### src/rtl/eink_pixel_source.sv
// eink_pixel_source: generates one frame of packed 1-bpp pixel bytes from a
// selectable test pattern and hands them to the SPI sequencer over valid/ready.
// Optional build macro: PATTERN_LFSR_EN (pattern bit7 becomes LFSR noise).
module eink_pixel_source #(
    parameter int BYTES_PER_ROW = 16,
    parameter int ROWS          = 256
) (
    input  logic        clk,
    input  logic        rst,
    input  logic        start,
    input  logic [7:0]  pattern_sel,
    input  logic        abort,
    input  logic        byte_ready,
    output logic        byte_valid,
    output logic [7:0]  byte_data,
    output logic        busy,
    output logic        done,
    output logic [15:0] byte_count
);

    localparam int CW = (BYTES_PER_ROW > 1) ? $clog2(BYTES_PER_ROW) : 1;
    localparam int RW = (ROWS > 1) ? $clog2(ROWS) : 1;
    localparam logic [CW-1:0] LAST_COL   = CW'(BYTES_PER_ROW - 1);
    localparam logic [RW-1:0] LAST_ROW   = RW'(ROWS - 1);
    localparam logic [15:0]   LAST_COL16 = 16'(BYTES_PER_ROW - 1);
    localparam logic [15:0]   LAST_ROW16 = 16'(ROWS - 1);

    typedef enum logic [1:0] {
        S_IDLE   = 2'd0,
        S_LOAD   = 2'd1,
        S_STREAM = 2'd2,
        S_DONE   = 2'd3
    } state_t;

    state_t          r_state;
    state_t          w_state_nx;
    logic            r_valid;
    logic [7:0]      r_data;
    logic [15:0]     r_count;
    logic [RW-1:0]   r_row;
    logic [CW-1:0]   r_col;
    logic [2:0]      r_idx;

    logic            w_accept;
    logic            w_hs;
    logic            w_last;
    logic            w_col_wrap;
    logic [CW-1:0]   w_col_nx;
    logic [RW-1:0]   w_row_nx;
    logic [7:0]      w_load_byte;
    logic [7:0]      w_next_byte;

    // Lowest set bit of the select wins.
    function automatic logic [2:0] prio_idx(input logic [7:0] sel);
        logic [2:0] idx;
        idx = 3'd0;
        for (int i = 7; i >= 0; i--) begin
            if (sel[i]) idx = 3'(i);
        end
        return idx;
    endfunction

    // Pixel byte for pattern idx at (row r, byte column c). 1 = white, MSB = leftmost.
    function automatic logic [7:0] pat_byte(input logic [2:0] idx,
                                            input logic [RW-1:0] r,
                                            input logic [CW-1:0] c);
        logic [15:0] rr;
        logic [15:0] cc;
        logic [7:0]  b;
        rr = 16'(r);
        cc = 16'(c);
        case (idx)
            3'd0: b = 8'hFF;
            3'd1: b = 8'h00;
            3'd2: b = {8{cc[0]}};
            3'd3: b = {8{rr[3]}};
            3'd4: b = {8{cc[0] ^ rr[3]}};
            3'd5: b = {8{cc[1] ^ rr[4]}};
            3'd6: begin
                if (rr == 16'd0 || rr == LAST_ROW16) b = 8'h00;
                else if (cc == 16'd0)                b = 8'h7F;
                else if (cc == LAST_COL16)           b = 8'hFE;
                else                                 b = 8'hFF;
            end
            default: b = ~(8'h80 >> rr[2:0]);
        endcase
        return b;
    endfunction

    assign w_accept   = start && (pattern_sel != 8'd0);
    assign w_hs       = (r_state == S_STREAM) && r_valid && byte_ready;
    assign w_col_wrap = (r_col == LAST_COL);
    assign w_last     = w_col_wrap && (r_row == LAST_ROW);
    assign w_col_nx   = w_col_wrap ? '0 : r_col + CW'(1);
    assign w_row_nx   = w_col_wrap ? r_row + RW'(1) : r_row;

`ifdef PATTERN_LFSR_EN
    // Fibonacci LFSR x^16+x^14+x^13+x^11+1 in right-shift form.
    logic [15:0] r_lfsr;
    logic        w_lfsr_fb;
    logic [15:0] w_lfsr_nx;
    assign w_lfsr_fb = r_lfsr[0] ^ r_lfsr[2] ^ r_lfsr[3] ^ r_lfsr[5];
    assign w_lfsr_nx = {w_lfsr_fb, r_lfsr[15:1]};

    // LFSR seeds on frame accept and steps only on handshakes.
    always_ff @(posedge clk or posedge rst) begin
        if (rst) begin
            r_lfsr <= 16'hACE1;
        end else if (r_state == S_IDLE) begin
            if (w_accept) r_lfsr <= 16'hACE1;
        end else if (w_hs && !abort && !w_last) begin
            r_lfsr <= w_lfsr_nx;
        end
    end
`endif

    // Byte for the current position (LOAD) and for the following position (handshake).
    always_comb begin
        w_load_byte = pat_byte(r_idx, r_row, r_col);
        w_next_byte = pat_byte(r_idx, w_row_nx, w_col_nx);
`ifdef PATTERN_LFSR_EN
        if (r_idx == 3'd7) begin
            w_load_byte = r_lfsr[7:0];
            w_next_byte = w_lfsr_nx[7:0];
        end
`endif
    end

    // State register.
    always_ff @(posedge clk or posedge rst) begin
        if (rst) r_state <= S_IDLE;
        else     r_state <= w_state_nx;
    end

    // Next-state and status outputs; abort outranks a simultaneous handshake.
    always_comb begin
        w_state_nx = r_state;
        busy       = 1'b1;
        done       = 1'b0;
        case (r_state)
            S_IDLE: begin
                busy = 1'b0;
                if (w_accept) w_state_nx = S_LOAD;
            end
            S_LOAD: begin
                w_state_nx = abort ? S_IDLE : S_STREAM;
            end
            S_STREAM: begin
                if (abort)               w_state_nx = S_IDLE;
                else if (w_hs && w_last) w_state_nx = S_DONE;
            end
            S_DONE: begin
                done       = 1'b1;
                w_state_nx = S_IDLE;
            end
            default: w_state_nx = S_IDLE;
        endcase
    end

    // Datapath: position counters, byte register and accepted-byte count.
    always_ff @(posedge clk or posedge rst) begin
        if (rst) begin
            r_valid <= 1'b0;
            r_data  <= 8'hFF;
            r_count <= 16'd0;
            r_row   <= '0;
            r_col   <= '0;
            r_idx   <= 3'd0;
        end else begin
            case (r_state)
                S_IDLE: begin
                    if (w_accept) begin
                        r_idx   <= prio_idx(pattern_sel);
                        r_row   <= '0;
                        r_col   <= '0;
                        r_count <= 16'd0;
                    end
                end
                S_LOAD: begin
                    if (abort) begin
                        r_valid <= 1'b0;
                    end else begin
                        r_valid <= 1'b1;
                        r_data  <= w_load_byte;
                    end
                end
                S_STREAM: begin
                    if (abort) begin
                        r_valid <= 1'b0;
                    end else if (w_hs) begin
                        r_count <= r_count + 16'd1;
                        if (w_last) begin
                            r_valid <= 1'b0;
                        end else begin
                            r_row  <= w_row_nx;
                            r_col  <= w_col_nx;
                            r_data <= w_next_byte;
                        end
                    end
                end
                default: r_valid <= 1'b0;
            endcase
        end
    end

    assign byte_valid = r_valid;
    assign byte_data  = r_data;
    assign byte_count = r_count;

endmodule

### config.mk
export PLATFORM = sky130hd
export DESIGN_NAME = eink_pixel_source
export DESIGN_NICKNAME = d
export VERILOG_FILES = /design/src/rtl/eink_pixel_source.sv
export SDC_FILE = /design/constraint.sdc
export NUM_CORES = 1
export LEC_CHECK = 0
export ABC_AREA = 1
export BUFFER_PORTS_ARGS = -buffer_cell sky130_fd_sc_hd__buf_2
export CORE_ASPECT_RATIO = 1.4
export CORE_MARGIN = 10
export CORE_UTILIZATION = 58
export CTS_BUF_LIST = sky130_fd_sc_hd__clkbuf_16
export DETAILED_ROUTE_END_ITERATION = 8
export GPL_ROUTABILITY_DRIVEN = 1
export PLACE_DENSITY = 0.8
export SLEW_MARGIN = 30
export SYNTH_ARGS = -nofsm -noshare
export SYNTH_HDL_FRONTEND = slang
export SYNTH_SLANG_ARGS = --single-unit
### constraint.sdc
create_clock -name clk -period 2.2 [get_ports clk]
set_input_delay 0.22 -clock clk [delete_from_list [all_inputs] [get_ports clk]]
set_output_delay 0.22 -clock clk [all_outputs]
set_load 0.005 [all_outputs]
==> Yosys cells after proc, flatten, opt, wreduce, memory -nomap -nowiden <==
Cells that the tools add are included.
{ "totals": {"register_bits": 42, "in_bits": 13, "output_inout_bits": 27, "wordCells": 111} }
{ "op_classes": {"add_sub_neg": 3, "eq_ne": 21, "shift": 2, "muxes": 49, "bitwise": 7, "n_reduce_logical": 22} }
{ "ops": {"columns": ["cell", "count"], "rows": [
  ["$pmux W8 S7", 2],
  ["$mux W8", 13],
  ["$mux W16", 3],
  ["$pmux W16 S2", 1],
  ["$pmux W8 S2", 2],
  ["$mux W3", 8],
  ["$mux W4", 5],
  ["$add A16 B1 Y16 const B", 1],
  ["$eq A8 B8 Y1 const B", 2],
  ["$logic_not A8 Y1", 2],
  ["$not A8 Y8", 2],
  ["$shr A8 B3 Y8 const A", 2],
  ["$ne A2 B2 Y1 const B", 5],
  ["$reduce_and A5 Y1", 2],
  ["$eq A3 B3 Y1 const B", 3],
  ["$add A8 B1 Y8 const B", 1],
  ["$eq A4 B4 Y1 const B", 2],
  ["$logic_not A4 Y1", 2],
  ["$mux W1", 8],
  ["$mux W2", 4],
  ["$pmux W2 S4", 1],
  ["$pmux W4 S2", 1],
  ["$reduce_bool A8 Y1", 1],
  ["$eq A3 B2 Y1 const B", 2],
  ["17 further kinds", 29]
]} }

==> Longest topological paths before layout <==
{ "depth": {"depth_word": 11, "depth_mapped": 16, "depth_no_buf": 16} }

==> Worst setup path after synthesis <==
OpenSTA, ideal clock, no wires.
{ "synth_timing": {"kind": "register to register", "start": "register r_col[1]", "end": "register r_data[7], in the netlist byte_data[7]", "setup_time_ps": 76, "arrival_ps": 1703, "required_ps": 2124, "setup_slack_ps": 421, "stages_incl_launch_ff": 14, "synth_period_minus_slack_ps": 1779, "cell_sequence": "dfrtp_1 -> ha_1 -> nand3_2 -> buf_6 -> nand2_1 -> inv_2 -> o211ai_1 -> nand3_1 -> nor2_4 -> nand2_1 -> nand2_1 -> nand2_1 -> nand2_1 -> nand2_1"} }
{ "synth_via": {"elab_chain_len": 10, "word_cells_on_any_way": 28, "classes_between": "1 x add/sub; 3 x eq/ne; 1 x shift; 13 x mux; 4 x bitwise; 6 x reduce/logical"} }
{ "synth_rtl": {"columns": ["element", "line_no", "text"], "rows": [
  ["start, declared", "41", "logic [CW-1:0] r_col;"],
  ["start signal, assigned", "196", "r_col <= w_col_nx;"],
  ["$add A4 B1 Y4 or $eq A4 B4 Y1 (tied branches)", "94, 92", null],
  ["$mux W4 or $mux W8 (tied branches)", "94, 95", null],
  ["$logic_not A4 Y1, or another cell as far along", "81", "else if (cc == 16'd0) b = 8'h7F;"],
  ["$mux W8 or $logic_or A1 B1 Y1 (tied branches)", "81, 80", null],
  ["$mux W8", "80", "if (rr == 16'd0 || rr == LAST_ROW16) b = 8'h00;"],
  ["$pmux W8 S7", "72", "case (idx)"],
  ["$mux W8", "192", "if (w_last) begin"],
  ["$mux W8", "190", "end else if (w_hs) begin"],
  ["$mux W8", "188", "if (abort) begin"],
  ["$pmux W8 S2", "170", "case (r_state)"],
  ["end signal, assigned", "184", "r_data <= w_load_byte;"],
  ["end signal, assigned", "197", "r_data <= w_next_byte;"],
  ["end, declared", "38", "logic [7:0] r_data;"]
]} }
Several ways; a longest one is shown, not always the timed one. The select of a mux whose other input is x is not followed.
A chain may end at the register's enable or synchronous reset.

==> Worst setup path in the final report <==
{ "layout_timing": {"start": "register r_row[1]", "end": "register r_col[0]"} }
{ "layout_via": {"elab_chain_len": 4} }
{ "layout_rtl": {"columns": ["element", "line_no", "text"], "rows": [
  ["start, declared", "40", "logic [RW-1:0] r_row;"],
  ["start signal, assigned", "195", "r_row <= w_row_nx;"],
  ["$eq A8 B8 Y1", "93", "assign w_last = w_col_wrap && (r_row == LAST_ROW);"],
  ["$logic_and A1 B1 Y1", "93", null],
  ["$ne A2 B2 Y1 (no source line)", null, null],
  ["$reduce_and A5 Y1 (no source line)", null, null]
]} }
Every way passes these cells.

==> run metrics <==
Crit. End Element flip-flop; Top cell by count, worst path nand3_1; wire per inst 14.8 µm; Fmax achieved 0.490 GHz; Yosys cell types 38; Fill cells 437; CP max-delay cell dfrtp_1; drt first pass iters 5; max-slew violations 0; clock sinks 42; vias in the first global route 2907; Setup Fix Bufs, Post-CTS 0; largest cells by area after synthesis dfrtp_1 (28%), nand2_1 (14%), nand3_1 (8.9%), dfstp_2 (7.0%), inv_1 (5.5%); clock skew 6.37 ps; antenna-violating nets left 0; CTS H-tree depth 2; IO Port Bufs 39; Post-CTS Hold Buffers 0; worst skew pair latency 280 ps; RSZ-0062 raised after global routing false; CP Cell Sequence ha_1 > nand3_1 > inv_1 > nand3_1 > nor3_2 > nor4_4 > buf_4 > nand3_1 > o21ai_1; CTS tree yes; width of the die 80.7 µm; Ports 40; Avg Cell Area, Syn 6.99 µm²; DIE HEIGHT 105 µm; Detailed Place HPWL 6020 µm; CP peak stage delay 440 ps; starting density of the core 60.8%; Crit path buffers/inverters 2; root buffer cell clkbuf_16; max_slew headroom 64.3%; Post-Syn Area 2990 µm²; die area 8470 µm²; Std-Cell Core Area 4920 µm²; max-cap viol count 0; pin slew with the least headroom to its limit 535 ps; Yosys top cell area share 28.5%; Total GRT Usage 18.2%; Worst-path clk slew 60 ps; GPL Wtd Cong 0.935; Power Density 974 nW/µm²; slack of the critical path 161 ps; WP data required 2350 ps; dpl ws 43.6 ps; status completed; antenna violations before repair 0; Num CTS Buffers 5; Mapped Cells 428; Setup CP Type flip-flop to flip-flop; Post-synth EDFFs 0; largest net degree at the start of global routing 43; most area-hungry cell type in the Yosys netlist dfrtp_1; Vias/cell 5.66; Power Total 0.00334 W; DRC Markers 0; first-pass GRT wire length 12900 µm; crit-path max FO 24; GRT overflow 0; WP data arrival 2190 ps; layout cell share with drive strength beyond 1 19.7%; family with the most delay on the worst path simple AND/OR/NAND/NOR gates; Diodes inserted 0; final setup vio count 0; post-CTS sizing 0; Final Hold Viols 0; First DRT Iteration DRCs 178; synthesis-stage register bit count 42; fin crit period 2040 ps; Ys Warns 0; Syn Nets 451; Post-synth ARST share 100%; HP Class input pin to asynchronous set/reset pin; nets@finish 494; Leakage Power 1.66 nW; Area growth syn-to-layout 14.8%; via count 3036; Period Utilization, post-route 92.7%; final WL 7910 µm; Synth Flop Type dfrtp_1; setup TNS after final layout 0 ps; CTS max path bufs 2; Worst IR Drop VDD 0.000612 V; Worst setup SP type flip-flop; row count 30; post-synthesis sequential area ratio 35.5%
-- kinds of logic after synthesis --
group                      share of synthesized area (%)
and+or+nand+nor                                     35.9
buffers and inverters                               9.46
AOI/OAI and AO/OA                                   12.4
DFF                                                 35.5
adders and majority gates                           4.18
xor gates and xnor gates                            2.64
-- layout make-up --
class,instances,area [µm²],share of cell area (%)
tap,64,80.1,2.33
multi-input combinational,317,1680,49.1
inverter,60,225,6.56
clock buffer,5,125,3.65
sequential,42,1060,31.0
clock inverter,3,12.5,0.365
timing repair buffer,45,240,7.00
-- layer usage --
| metal | wire (µm) | share of wire (%) | GRT usage, % | up-vias |
|---|---|---|---|---|
| li1 | - | - | - | 1508 |
| met1 | 3040 | 38 | 20.5 | 1405 |
| met2 | 4150 | 52 | 32.8 | 97 |
| met3 | 482 | 6.1 | 2.83 | 26 |
| met4 | 235 | 3.0 | 7.07 | 0 |
| met5 | 0 | 0 | 0 | - |
-- flip-flops by register name (all words and copies together), names as in the netlist --
name and cells:
r_state 2, r_idx 3, byte_valid 1, byte_data 8, r_row 8, r_col 4
byte_count 16
-- where the power goes --
group	internal, W	switching [W]
Combinational	0.000502	0.00103
Clock	0.000410	0.000286
Sequential	0.000970	0.000144
Total	0.00188	0.00146
-- per-stage QoR --
| step | instances | hold slack [ps] | utilization [%] | area, µm² |
|---|---|---|---|---|
| floorplan | 428 | 320 | - | 2990 |
| global placement | 528 | 379 | 66.2 | 3250 |
| detailed placement | 528 | 385 | 66.2 | 3250 |
| CTS | 536 | 87.4 | 69.0 | 3390 |
| global route | 536 | 121 | 69.8 | 3430 |
| finish | 536 | 72.4 | 69.8 | 3430 |
-- worst paths after layout --
check / end / from / depth (start not counted) / slack, ps
setup / recovery: r_col[0] / r_row[1] / 9 / 160
min in group clk: r_idx[1] / pattern_sel[0] / 2 / 150
max in group asynchronous: r_col[1] / rst / 3 / 1740
hold / removal: r_row[1] / rst / 3 / 70
hold reg to reg: byte_data[2] / byte_data[2] / 2 / 460
setup reg to reg: r_col[0] / r_row[1] / 9 / 160
-- worst register-to-register path, cell delays in order (launching register included) --
cell and delay (ps):
dfrtp_1 440, ha_1 240, nand3_1 140, inv_1 110
nand3_1 140, nor3_2 330, nor4_4 70, buf_4 230
nand3_1 110, o21ai_1 90
-- placed cells by master (no fill, tap or decap), types with 2 or more instances in the layout --
| master | n |
|---|---|
| inv_1 | 45 |
| nor3_4 | 2 |
| dfrtp_2 | 3 |
| nand4_1 | 7 |
| nor4_1 | 3 |
| dfstp_2 | 8 |
| clkbuf_16 | 5 |
| nand3_1 | 53 |
| o21ai_1 | 16 |
| nor2_4 | 3 |
| ha_1 | 9 |
| inv_2 | 16 |
| o211ai_1 | 2 |
| nand2_1 | 112 |
| o21ai_0 | 23 |
| dfrtp_1 | 31 |
| nor2_2 | 3 |
| a21oi_1 | 12 |
| nor3_1 | 11 |
| and3_1 | 2 |
| buf_4 | 6 |
| nor2_1 | 29 |
| buf_2 | 39 |
| xor2_1 | 8 |
| o31ai_1 | 7 |
-- synthesized netlist by cell type (2+ instances only) --
| library cell | number |
|---|---|
| and3_1 | 2 |
| nand4_1 | 7 |
| nor3_1 | 11 |
| nand2_1 | 112 |
| nand3_2 | 2 |
| dfrtp_1 | 34 |
| a21oi_1 | 12 |
| nor2_1 | 31 |
| o211ai_1 | 2 |
| nor4_1 | 3 |
| nor2_2 | 2 |
| o21ai_1 | 16 |
| o21ai_0 | 23 |
| xor2_1 | 8 |
| inv_2 | 16 |
| buf_2 | 4 |
| ha_1 | 10 |
| nor2_4 | 2 |
| clkbuf_1 | 2 |
| o31ai_1 | 7 |
| nor3_4 | 2 |
| inv_1 | 44 |
| nand3_1 | 53 |
| dfstp_2 | 8 |
| buf_6 | 2 |
No activity file was read; power rests on OpenSTA's default activity.
